**config.mk**
```make
export PLATFORM = sky130hd
export DESIGN_NAME = order_sequencer
export DESIGN_NICKNAME = d
export VERILOG_FILES = /design/src/rtl/order_sequencer.sv
export SDC_FILE = /design/constraint.sdc
export NUM_CORES = 1
export LEC_CHECK = 0
export CAP_MARGIN = 15
export CORE_AREA = 3 3 406 408
export DETAILED_ROUTE_END_ITERATION = 8
export DIE_AREA = 0 0 409 411
export PLACE_DENSITY = 0.32
export SYNTH_ARGS = -nofsm -noshare
export SYNTH_HDL_FRONTEND = slang
export SYNTH_SLANG_ARGS = --single-unit
```
**constraint.sdc**
```tcl
create_clock -name clk -period 41.4 [get_ports clk]
set_input_delay 12.42 -clock clk [delete_from_list [all_inputs] [get_ports clk]]
set_output_delay 12.42 -clock clk [all_outputs]
set_load 0.05 [all_outputs]
```
**src/rtl/order_sequencer.sv**
```systemverilog
// order_sequencer: re-orders 2nd-level parser results into grant order.
// Grant indices are queued; the head parser's word is popped when ready.
module order_sequencer #(
    parameter int NUM_PARSER  = 6,
    parameter int DATA_W      = 144,
    parameter int ORDER_DEPTH = 16
) (
    input  logic                         clk,
    input  logic                         rst,
    input  logic                         grant_valid,
    input  logic [NUM_PARSER-1:0]        grant,
    input  logic [NUM_PARSER-1:0]        par_valid,
    input  logic [NUM_PARSER*DATA_W-1:0] par_data,
    output logic [NUM_PARSER-1:0]        par_rdreq,
    output logic                         out_valid,
    output logic [DATA_W-1:0]            out_data,
    input  logic                         out_ready,
    output logic                         order_stop,
    output logic                         order_empty,
    output logic                         err,
    output logic [15:0]                  out_count
);

    localparam int IDX_W = (NUM_PARSER > 1) ? $clog2(NUM_PARSER) : 1;
    localparam int PTR_W = $clog2(ORDER_DEPTH);
    localparam int CNT_W = PTR_W + 1;

    logic [IDX_W-1:0]      mem [ORDER_DEPTH];
    logic [PTR_W-1:0]      wr_ptr;
    logic [PTR_W-1:0]      rd_ptr;
    logic [CNT_W-1:0]      occ;
    logic [IDX_W-1:0]      grant_idx;
    logic [IDX_W-1:0]      head;
    logic [NUM_PARSER-1:0] head_oh;
    logic [DATA_W-1:0]     head_data;
    logic                  onehot;
    logic                  full;
    logic                  nonempty;
    logic                  push;
    logic                  load;
    logic                  bad_grant;

    assign onehot   = (grant != '0) &&
                      ((grant & (grant - NUM_PARSER'(1))) == '0);
    assign full     = (occ == CNT_W'(ORDER_DEPTH));
    assign nonempty = (occ != '0);
    assign push     = grant_valid && onehot && !full;
    assign bad_grant = grant_valid && (!onehot || full);
    assign head     = mem[rd_ptr];

    // Encode the one-hot grant into a binary parser index.
    always_comb begin
        grant_idx = '0;
        for (int i = 0; i < NUM_PARSER; i++) begin
            if (grant[i]) grant_idx = IDX_W'(i);
        end
    end

    // Decode the head index and select that parser's result word.
    always_comb begin
        head_oh   = '0;
        head_data = '0;
        for (int i = 0; i < NUM_PARSER; i++) begin
            head_oh[i] = (head == IDX_W'(i));
            if (head_oh[i]) head_data = par_data[i*DATA_W +: DATA_W];
        end
    end

    // Load the output register when the head result is present and
    // the register is free or being drained this cycle.
    assign load = !rst && nonempty && ((head_oh & par_valid) != '0) &&
                  (!out_valid || out_ready);
    assign par_rdreq   = load ? head_oh : '0;
    assign order_stop  = (occ >= CNT_W'(ORDER_DEPTH - 2));
    assign order_empty = !nonempty;

    // Order FIFO storage; contents are don't-care until written.
    always_ff @(posedge clk) begin
        if (push) mem[wr_ptr] <= grant_idx;
    end

    // Order FIFO pointers and occupancy.
    always_ff @(posedge clk or posedge rst) begin
        if (rst) begin
            wr_ptr <= '0;
            rd_ptr <= '0;
            occ    <= '0;
        end else begin
            if (push) wr_ptr <= wr_ptr + PTR_W'(1);
            if (load) rd_ptr <= rd_ptr + PTR_W'(1);
            if (push && !load)      occ <= occ + CNT_W'(1);
            else if (load && !push) occ <= occ - CNT_W'(1);
        end
    end

    // Single output register holding the in-order result.
    always_ff @(posedge clk or posedge rst) begin
        if (rst) begin
            out_valid <= 1'b0;
            out_data  <= '0;
        end else if (load) begin
            out_valid <= 1'b1;
            out_data  <= head_data;
        end else if (out_valid && out_ready) begin
            out_valid <= 1'b0;
        end
    end

    // Count accepted results and latch protocol errors.
    always_ff @(posedge clk or posedge rst) begin
        if (rst) begin
            out_count <= '0;
            err       <= 1'b0;
        end else begin
            if (out_valid && out_ready) out_count <= out_count + 16'd1;
            if (bad_grant) err <= 1'b1;
        end
    end

endmodule

```
Word-level counts from Yosys, hierarchy flattened
Memory sizes are Yosys's and may differ from the RTL's.
Index checks and enable logic that the tools add are counted.
{ "op_classes": {"add_sub_neg": 6, "multipliers": 0, "div": 0, "magnitude_cmp": 1, "n_eq_ne": 6, "n_shift": 0, "n_mux": 18, "bitwise_logic": 2, "n_reduce_logical": 26} }
{ "ops": {"columns": ["cell", "count"], "rows": [
  ["$mux W144", 6],
  ["$add A16 B1 Y16 const B", 1],
  ["$and A6 B6 Y6", 2],
  ["$mux W3", 4],
  ["$reduce_bool A6 Y1", 2],
  ["$logic_and A1 B1 Y1", 10],
  ["$mux W5", 2],
  ["$add A4 B1 Y4 const B", 2],
  ["$logic_not A1 Y1", 7],
  ["$eq A3 B2 Y1 const B", 2],
  ["$eq A3 B3 Y1 const B", 2],
  ["$logic_not A6 Y1", 1],
  ["$mux W6", 1],
  ["$sub A6 B1 Y6 const B", 1],
  ["$add A5 B1 Y5 const B", 1],
  ["$eq A5 B5 Y1 const B", 1],
  ["$ge A5 B4 Y1 const B", 1],
  ["$mux W1", 5],
  ["$reduce_bool A5 Y1", 1],
  ["$sub A5 B1 Y5 const B", 1],
  ["$reduce_bool A2 Y1", 2],
  ["$eq A3 B1 Y1 const B", 1],
  ["$logic_not A3 Y1", 1],
  ["$logic_or A1 B1 Y1", 2]
]} }
{ "totals": {"regBits": 175, "latchBits": 0, "mem_bits_rw": 48, "mem_bits_ro": 0, "inputBits": 880, "output_inout_bits": 170, "mem_count": 1} }
{ "mem_list": {"columns": ["name", "words", "width", "read_ports", "rd_ports_with_merged_regs", "write_ports", "line_no", "text"], "rows": [
  ["mem", 16, 3, 1, 0, 1, "28", "logic [IDX_W-1:0] mem [ORDER_DEPTH];"]
]} }

Longest topological paths before layout
Gate-level depths: netlist of run 1.
{ "logic_depth": {"depth_word": 10, "ltp_mapped": 18} }

Least setup slack after synthesis of run 1
Ideal clock, no wire load.
{ "synth_timing": {"kind": "in2out", "startpoint": "in rst", "endpoint": "out par_rdreq[5]", "arrival_ns": 19.101, "setup_slack_ns": 9.879, "stages": 7, "n_path_buf": 2, "cell_sequence": "inv_1 o21ai_0 nor2b_1 o211ai_4 buf_6 buf_6 nor4_1"} }
{ "synth_via": {"elab_chain_cells": 5} }
{ "synth_lines": {"columns": ["item", "line_no", "text"], "rows": [
  ["start: declaration", "9", "input logic rst,"],
  ["$logic_not A1 Y1 (no source line)", null, null],
  ["$logic_and A1 B1 Y1 (3 in series)", "71", "assign load = !rst && nonempty && ((head_oh & par_valid) != '0) &&"],
  ["$mux W6", "73", "assign par_rdreq = load ? head_oh : '0;"],
  ["end: declaration", "14", "output logic [NUM_PARSER-1:0] par_rdreq,"]
]} }
No other way between the ends.

Final worst setup path of run 1
{ "layout_timing": {"startpoint": "in rst", "endpoint": "out par_rdreq[4]"} }
The elaborated chain is that of the path after synthesis.

==> flow_metrics.env, run 1 <==
export IMPL_grt_usage_pct=16.36
export IMPL_utilization_pct=19.12
export IMPL_ys_flop_type="dfrtp_1"
export IMPL_cts_made_buffers=38
export IMPL_cts_resized=0
export IMPL_end_kind="output pin"
export IMPL_worstMarginPinSlew_ps=1145
export IMPL_ioPinCount=1050
export IMPL_grt_max_degree=150
export IMPL_status="finished, final reports clean"
export IMPL_hold_ws_ps=469.7
export IMPL_syn_inst=1797
export IMPL_drv_slew=0
export IMPL_finalHoldViolCount=0
export IMPL_maxCapViolations=0
export IMPL_die_h_um=411
export IMPL_synth_yosys_seq_area_share_pct=34.25
export IMPL_vias=20360
export IMPL_die_area_um2=168100
export IMPL_async_flop_share_pct=78.48
export IMPL_synthToLayoutAreaGrowth_pct=82.35
export IMPL_worst_setup_path_start_kind="primary input"
export IMPL_post_drt_wl_per_cell_um=29.51
export IMPL_arrival_ps=15870
export IMPL_finalWirelength_um=145200
export IMPL_ys_ff_latch=223
export IMPL_power_density_nw_per_um2=101.8
export IMPL_clockBufferDepth=3
export IMPL_vias_per_cell=4.137
export IMPL_yosysWarnings=0
export IMPL_fin_skew_ps=27.62
export IMPL_seq_area_um2=5821
export IMPL_gp_congestion=0.8205
export IMPL_cts_htree_levels=2
export IMPL_gr_total_overflow=0
export IMPL_cts_tree="yes"
export IMPL_first_pass_iters=7
export IMPL_drt_iter0_drc=1162
export IMPL_port_buffers=1049
export IMPL_dp_hpwl_um=112500
export IMPL_rsz0062_at_grt="false"
export IMPL_setup_violations=0
export IMPL_crit_fanout=22
export IMPL_syn_avg_cell_area_um2=9.456
export IMPL_post_cts_buffers=0
export IMPL_start_util_pct=10.49
export IMPL_hp_class="reg -> reg"
export IMPL_yosysUniqueCellTypes=58
export IMPL_hold_buffers=0
export IMPL_fillers=18090
export IMPL_fmax_mhz=35.35
export IMPL_grt_pass1_wl_um=191800
export IMPL_power_leakage_uw=0.01104
export IMPL_dieWidth_um=409
export IMPL_rows=148
export IMPL_critPathRequiredTime_ps=28980
export IMPL_drcViolationCount=0
export IMPL_multi_input_area_um2=10190
export IMPL_synth_area_um2=16990
export IMPL_drive_gt1_share_pct=7.774
export IMPL_fin_crit_ps=28290
export IMPL_ir_drop_mv=0.09561
export IMPL_synth_edf_count=48
export IMPL_final_nets=3590
export IMPL_drtAntennaViolNets=0
export IMPL_period_share_pct=68.34
export IMPL_crit_type="in -> out"
export IMPL_stdcell_count=4920
export IMPL_maxSlewHeadroom_pct=23.45
export IMPL_core_um2=162000
export IMPL_clk_pin_slew_ps=50
export IMPL_cts_root_buf="clkbuf_16"
export IMPL_clock_latency_ps=590
export IMPL_cts_sinks=223
export IMPL_grt_pass1_vias=20850
export IMPL_antenna_found_initial=75
export IMPL_synthesis_nets=2688
export IMPL_setup_tns_ps=0
export IMPL_dp_cells=4834
metrics by stage:
| step | worst slack (ps) | area, um^2 | total power (uW) |
|---|---|---|---|
| after global placement | 12960 | 29710 | 2876 |
| after detailed placement | 12990 | 29710 | 2866 |
| after CTS | 12970 | 30940 | 3222 |
| after floorplan | 9879 | 16990 | 1884 |
| after global routing | 12920 | 30960 | 3359 |
| final | 13110 | 30990 | 3156 |
cells in the final DEF (no fill, tap or decap), types with 6 or more instances in the layout:
cell type,instances
xnor2_1,20
clkdlybuf4s50_1,1049
mux4_2,8
o221ai_1,23
inv_1,11
nand2_1,17
or3_1,124
a21boi_0,123
diode_2,18
a21oi_1,127
mux2i_1,53
mux2_2,85
ha_1,10
nor3_1,12
buf_12,6
o21ai_0,28
clkbuf_16,38
o22ai_1,123
buf_4,40
edfxtp_1,48
clkbuf_1,10
mux2_1,61
nor2_1,24
a21o_1,24
and3_1,124
dfrtp_1,175
xor2_1,6
a221oi_1,127
nand3_1,29
o32ai_1,123
power by group:
part           total, uW  internal [uW]  switching [uW]
clock                333            197             136
combinational       2450            835            1610
sequential           374            315            58.3
total               3160           1350            1810
layout make-up:
class | instances | area share, %
diodes | 18 | 0.1454
clock buffers | 49 | 3.234
clock inverters | 19 | 0.7430
inverters | 12 | 0.1696
multi-input cells | 1329 | 32.90
flip-flops and latches | 223 | 18.78
well taps | 2175 | 8.783
repair buffers | 1095 | 35.24
layer usage:
| layer | GRT usage [%] | wire (um) |
|---|---|---|
| met1 | 20.23 | 60660 |
| met2 | 28.38 | 71390 |
| met3 | 4.558 | 10230 |
| met4 | 3.042 | 2748 |
| met5 | 0 | 179 |
path summary, 6_finish.rpt:
kind / cells past startpoint / endpoint / slack, ps / from
worst max register to register: 11 / out_data[13]$_DFFE_PP0N_ / 35720 / rd_ptr[0]$_DFFE_PP0N_
worst max-delay path: 8 / par_rdreq[4] / 13110 / rst
worst min register to register: 1 / out_count[15]$_DFFE_PP0P_ / 470 / out_count[15]$_DFFE_PP0P_
max in group asynchronous: 4 / out_count[6]$_DFFE_PP0P_ / 27540 / rst
worst min-delay path: 1 / out_count[15]$_DFFE_PP0P_ / 470 / out_count[15]$_DFFE_PP0P_
min in group asynchronous: 2 / out_data[7]$_DFFE_PP0N_ / 12210 / rst
worst max-delay path: stages:
cell and delay, ps:
clkdlybuf4s50_1 490, inv_8 240, o21ai_0 270, nor2b_1 370, o211ai_4 360, buf_4 320
nor3_1 440, clkdlybuf4s50_1 910
sequential cells by signal, indices dropped and copies added, names as in the netlist:
register and count:
mem 48, occ 5, wr_ptr 4, out_count 16, err 1, out_valid 1
out_data 144, rd_ptr 4
kinds of logic (layout without fill, tap and decap cells):
group                      count (synthesis)  count (layout)  share of synthesized area, %
xor gates and xnor gates                  26              26                         1.340
and+or+nand+nor                          359             359                         12.27
other                                      0              18                             0
AOI/OAI and AO/OA                        725             725                         31.15
muxes                                    208             208                         13.95
DFF                                      223             223                         34.25
adders and majority gates                 11              11                        0.8541
buffers and inverters                    245            1175                         6.178
cells in the mapped netlist, drive strengths merged (8+ instances only):
master / n / area share [%]
mux2i: 53 / 3.1
a221oi: 127 / 6.5
nor3: 12 / 0.35
mux4: 8 / 1.1
a21o: 24 / 1.1
o32ai: 123 / 6.3
o22ai: 123 / 4.5
a21boi: 123 / 5.4
o221ai: 23 / 1.2
edfxtp: 48 / 8.5
and3: 124 / 4.6
nand2: 21 / 0.46
dfrtp: 175 / 26
a21oi: 127 / 3.7
nor2: 26 / 0.59
nand3: 29 / 0.85
inv: 12 / 0.27
or3: 124 / 4.6
ha: 10 / 0.74
o21ai: 31 / 0.91
clkbuf: 163 / 3.6
mux2: 147 / 9.8
buf: 70 / 2.3
xnor2: 20 / 1.0
Power figures use the tool's default switching activity.
==> run 2, diff against run 1 <==
--- a/config.mk
+++ b/config.mk
@@ -6,10 +6,10 @@
 export NUM_CORES = 1
 export LEC_CHECK = 0
 export CAP_MARGIN = 15
-export CORE_AREA = 3 3 406 408
+export CORE_AREA = 3 3 402 404
 export DETAILED_ROUTE_END_ITERATION = 8
-export DIE_AREA = 0 0 409 411
-export PLACE_DENSITY = 0.32
+export DIE_AREA = 0 0 405 407
+export PLACE_DENSITY = 0.33
 export SYNTH_ARGS = -nofsm -noshare
 export SYNTH_HDL_FRONTEND = slang
 export SYNTH_SLANG_ARGS = --single-unit
==> constraint.sdc (replaced) <==
create_clock -name clk -period 23.9 [get_ports clk]
set_input_delay 7.17 -clock clk [delete_from_list [all_inputs] [get_ports clk]]
set_output_delay 7.17 -clock clk [all_outputs]
set_load 0.05 [all_outputs]
==> run 2 against run 1 <==
Compared with the run above:
- sequential power up 74%
- die area is 1.9% lower
- clock power rose by 64%
- clock skew shrank 12 ps
- global-route usage rose by 0.41 points
- non-clock buffer count shrank 1
- worst setup slack lost 6400 ps
- hold slack better by 0.79 ps
==> flow_metrics.env, run 2 (synthesized netlist as in run 1, its figures left out) <==
export IMPL_largest_reg_flops=144
export IMPL_worst_setup_path_start_kind="primary input"
export IMPL_dp_cells=4730
export IMPL_swShare_pct=57.30
export IMPL_slowest_stage="clkdlybuf4s50_1"
export IMPL_cts_root_buf="clkbuf_16"
export IMPL_vias=20200
export IMPL_setup_tns_ps=0
export IMPL_port_buffers=1049
export IMPL_end_kind="output pin"
export IMPL_status="finished, final reports clean"
export IMPL_cpPeakStageDelay_ps=850
export IMPL_pre_cts_slack_ps=6691
export IMPL_final_cell_mix="1049 x clkdlybuf4s50_1, 175 x dfrtp_1, 127 x a221oi_1, 127 x a21oi_1"
export IMPL_cp_num_buf_inv=3
export IMPL_grt_max_degree=125
export IMPL_cts_htree_levels=2
export IMPL_vias_per_cell=4.194
export IMPL_cts_sinks=223
export IMPL_ir_drop_mv=0.1460
export IMPL_drv_slew=0
export IMPL_worstHoldPathCells=1
export IMPL_crit_chain="clkdlybuf4s50_1, inv_8, o21ai_0, nor2b_1, o211ai_4, nor3_1, clkdlybuf4s50_1"
export IMPL_finalHoldViolCount=0
export IMPL_maxCapViolations=0
export IMPL_drive_gt1_share_pct=7.721
export IMPL_p_seq_share_pct=12.1
export IMPL_crit_fanout=49
export IMPL_cts_resized=0
export IMPL_finalWirelength_um=145800
export IMPL_path_depth=7
export IMPL_grt_usage_pct=16.78
export IMPL_internal_power_uw=2301
export IMPL_fin_skew_ps=15.64
export IMPL_first_pass_iters=5
export IMPL_final_nets=3586
export IMPL_setup_violations=0
export IMPL_post_drt_wl_per_cell_um=30.27
export IMPL_finalPower_uw=5388
export IMPL_die_area_um2=164800
export IMPL_worstMarginPinSlew_ps=1216
export IMPL_rsz0062_at_grt="false"
export IMPL_post_cts_buffers=0
export IMPL_die_h_um=407
export IMPL_start_util_pct=10.74
export IMPL_layout_commonest_cell="clkdlybuf4s50_1"
export IMPL_core_um2=158200
export IMPL_p_comb_share_pct=77.8
export IMPL_gr_total_overflow=0
export IMPL_cts_tree="yes"
export IMPL_drtAntennaViolNets=0
export IMPL_fillers=17650
export IMPL_dp_hpwl_um=114500
export IMPL_crit_type="in -> out"
export IMPL_dieWidth_um=405
export IMPL_arrival_ps=10010
export IMPL_fmax_mhz=58.21
export IMPL_ff2ff_path_depth=11
export IMPL_period_share_pct=71.88
export IMPL_drcViolationCount=0
export IMPL_worst_slack_ps=6721
export IMPL_power_density_nw_per_um2=175.3
export IMPL_gp_congestion=0.8409
export IMPL_worst_path_most_repeated_cell="clkdlybuf4s50_1"
export IMPL_stdcell_count=4816
export IMPL_cts_made_buffers=35
export IMPL_clock_latency_ps=570
export IMPL_critPathRequiredTime_ps=16730
export IMPL_clockBufferDepth=3
export IMPL_power_switching_uw=3087
export IMPL_clkPwrFrac_pct=10.1
export IMPL_power_leakage_uw=0.01099
export IMPL_antenna_found_initial=83
export IMPL_clk_pin_slew_ps=50
export IMPL_reg_top3="out_data (144), mem (48), out_count (16)"
export IMPL_rows=146
export IMPL_maxSlewHeadroom_pct=18.24
export IMPL_hp_class="reg -> reg"
export IMPL_fin_crit_ps=17180
export IMPL_path_delay_family="buffers and inverters"
export IMPL_regMostFlops="out_data"
export IMPL_hold_buffers=0
export IMPL_ioPinCount=1050
export IMPL_drt_iter0_drc=1239
export IMPL_grt_pass1_vias=20640
export IMPL_grt_pass1_wl_um=189800
export IMPL_synthToLayoutAreaGrowth_pct=80.88
run 2: changes by cell type in the layout (fill, tap and decap cells not counted), sizes merged:
cell / before / now
diode: 18 / 24
bufinv: 4 / 3
clkinvlp: 2 / 1
inv: 14 / 12
buf: 46 / 45
clkbuf: 49 / 50
clkinv: 11 / 8
run 2: per-stage QoR:
step / cell area (um^2) / hold slack (ps) / utilization, %
after floorplan: 16990 / 480.6 / -
after global placement: 29510 / 464.3 / 18.65
after detailed placement: 29510 / 469.4 / 18.65
after CTS: 30680 / 476.7 / 19.39
after global routing: 30700 / 501.8 / 19.40
final: 30740 / 470.5 / 19.43
run 2: layer usage:
| layer | vias up | track usage [%] | share of wire [%] |
|---|---|---|---|
| met1 | 10090 | 20.77 | 42 |
| met5 | - | 0 | 0.13 |
| li1 | 9090 | - | - |
| met3 | 176 | 4.605 | 7.0 |
| met2 | 813 | 29.00 | 49 |
| met4 | 28 | 3.439 | 1.8 |
run 2: final cells by class:
class	count	area [um^2]	area share, %
Sequential cell	223	5821	18.94
Multi-Input combinational cell	1329	10190	33.17
Tap cell	2072	2592	8.435
Clock inverter	12	163.9	0.5333
Timing Repair Buffer	1094	10850	35.30
Antenna cell	24	60.06	0.1954
Inverter	12	52.55	0.1710
Clock buffer	50	1002	3.261
run 2: worst paths after layout:
| path | start | endpoint | slack (ps) |
|---|---|---|---|
| max in group asynchronous | rst | out_data[15]$_DFFE_PP0N_ | 15090 |
| hold reg to reg | out_count[15]$_DFFE_PP0P_ | out_count[15]$_DFFE_PP0P_ | 470 |
| setup / recovery | rst | par_rdreq[4] | 6720 |
| hold / removal | out_count[15]$_DFFE_PP0P_ | out_count[15]$_DFFE_PP0P_ | 470 |
| setup reg to reg | rd_ptr[0]$_DFFE_PP0N_ | out_data[11]$_DFFE_PP0N_ | 17940 |
| min in group asynchronous | rst | out_data[89]$_DFFE_PP0N_ | 6990 |
run 2: power groups by stage:
stage          clock network (uW)  logic [uW]  registers, uW
6_report                      546        4190            649
5_1_grt                       590        4490            669
4_1_cts                       578        4270            653
3_5_place_dp                    0        4260            658
3_3_place_gp                    0        4260            655
2_1_floorplan                   0        2200           1070
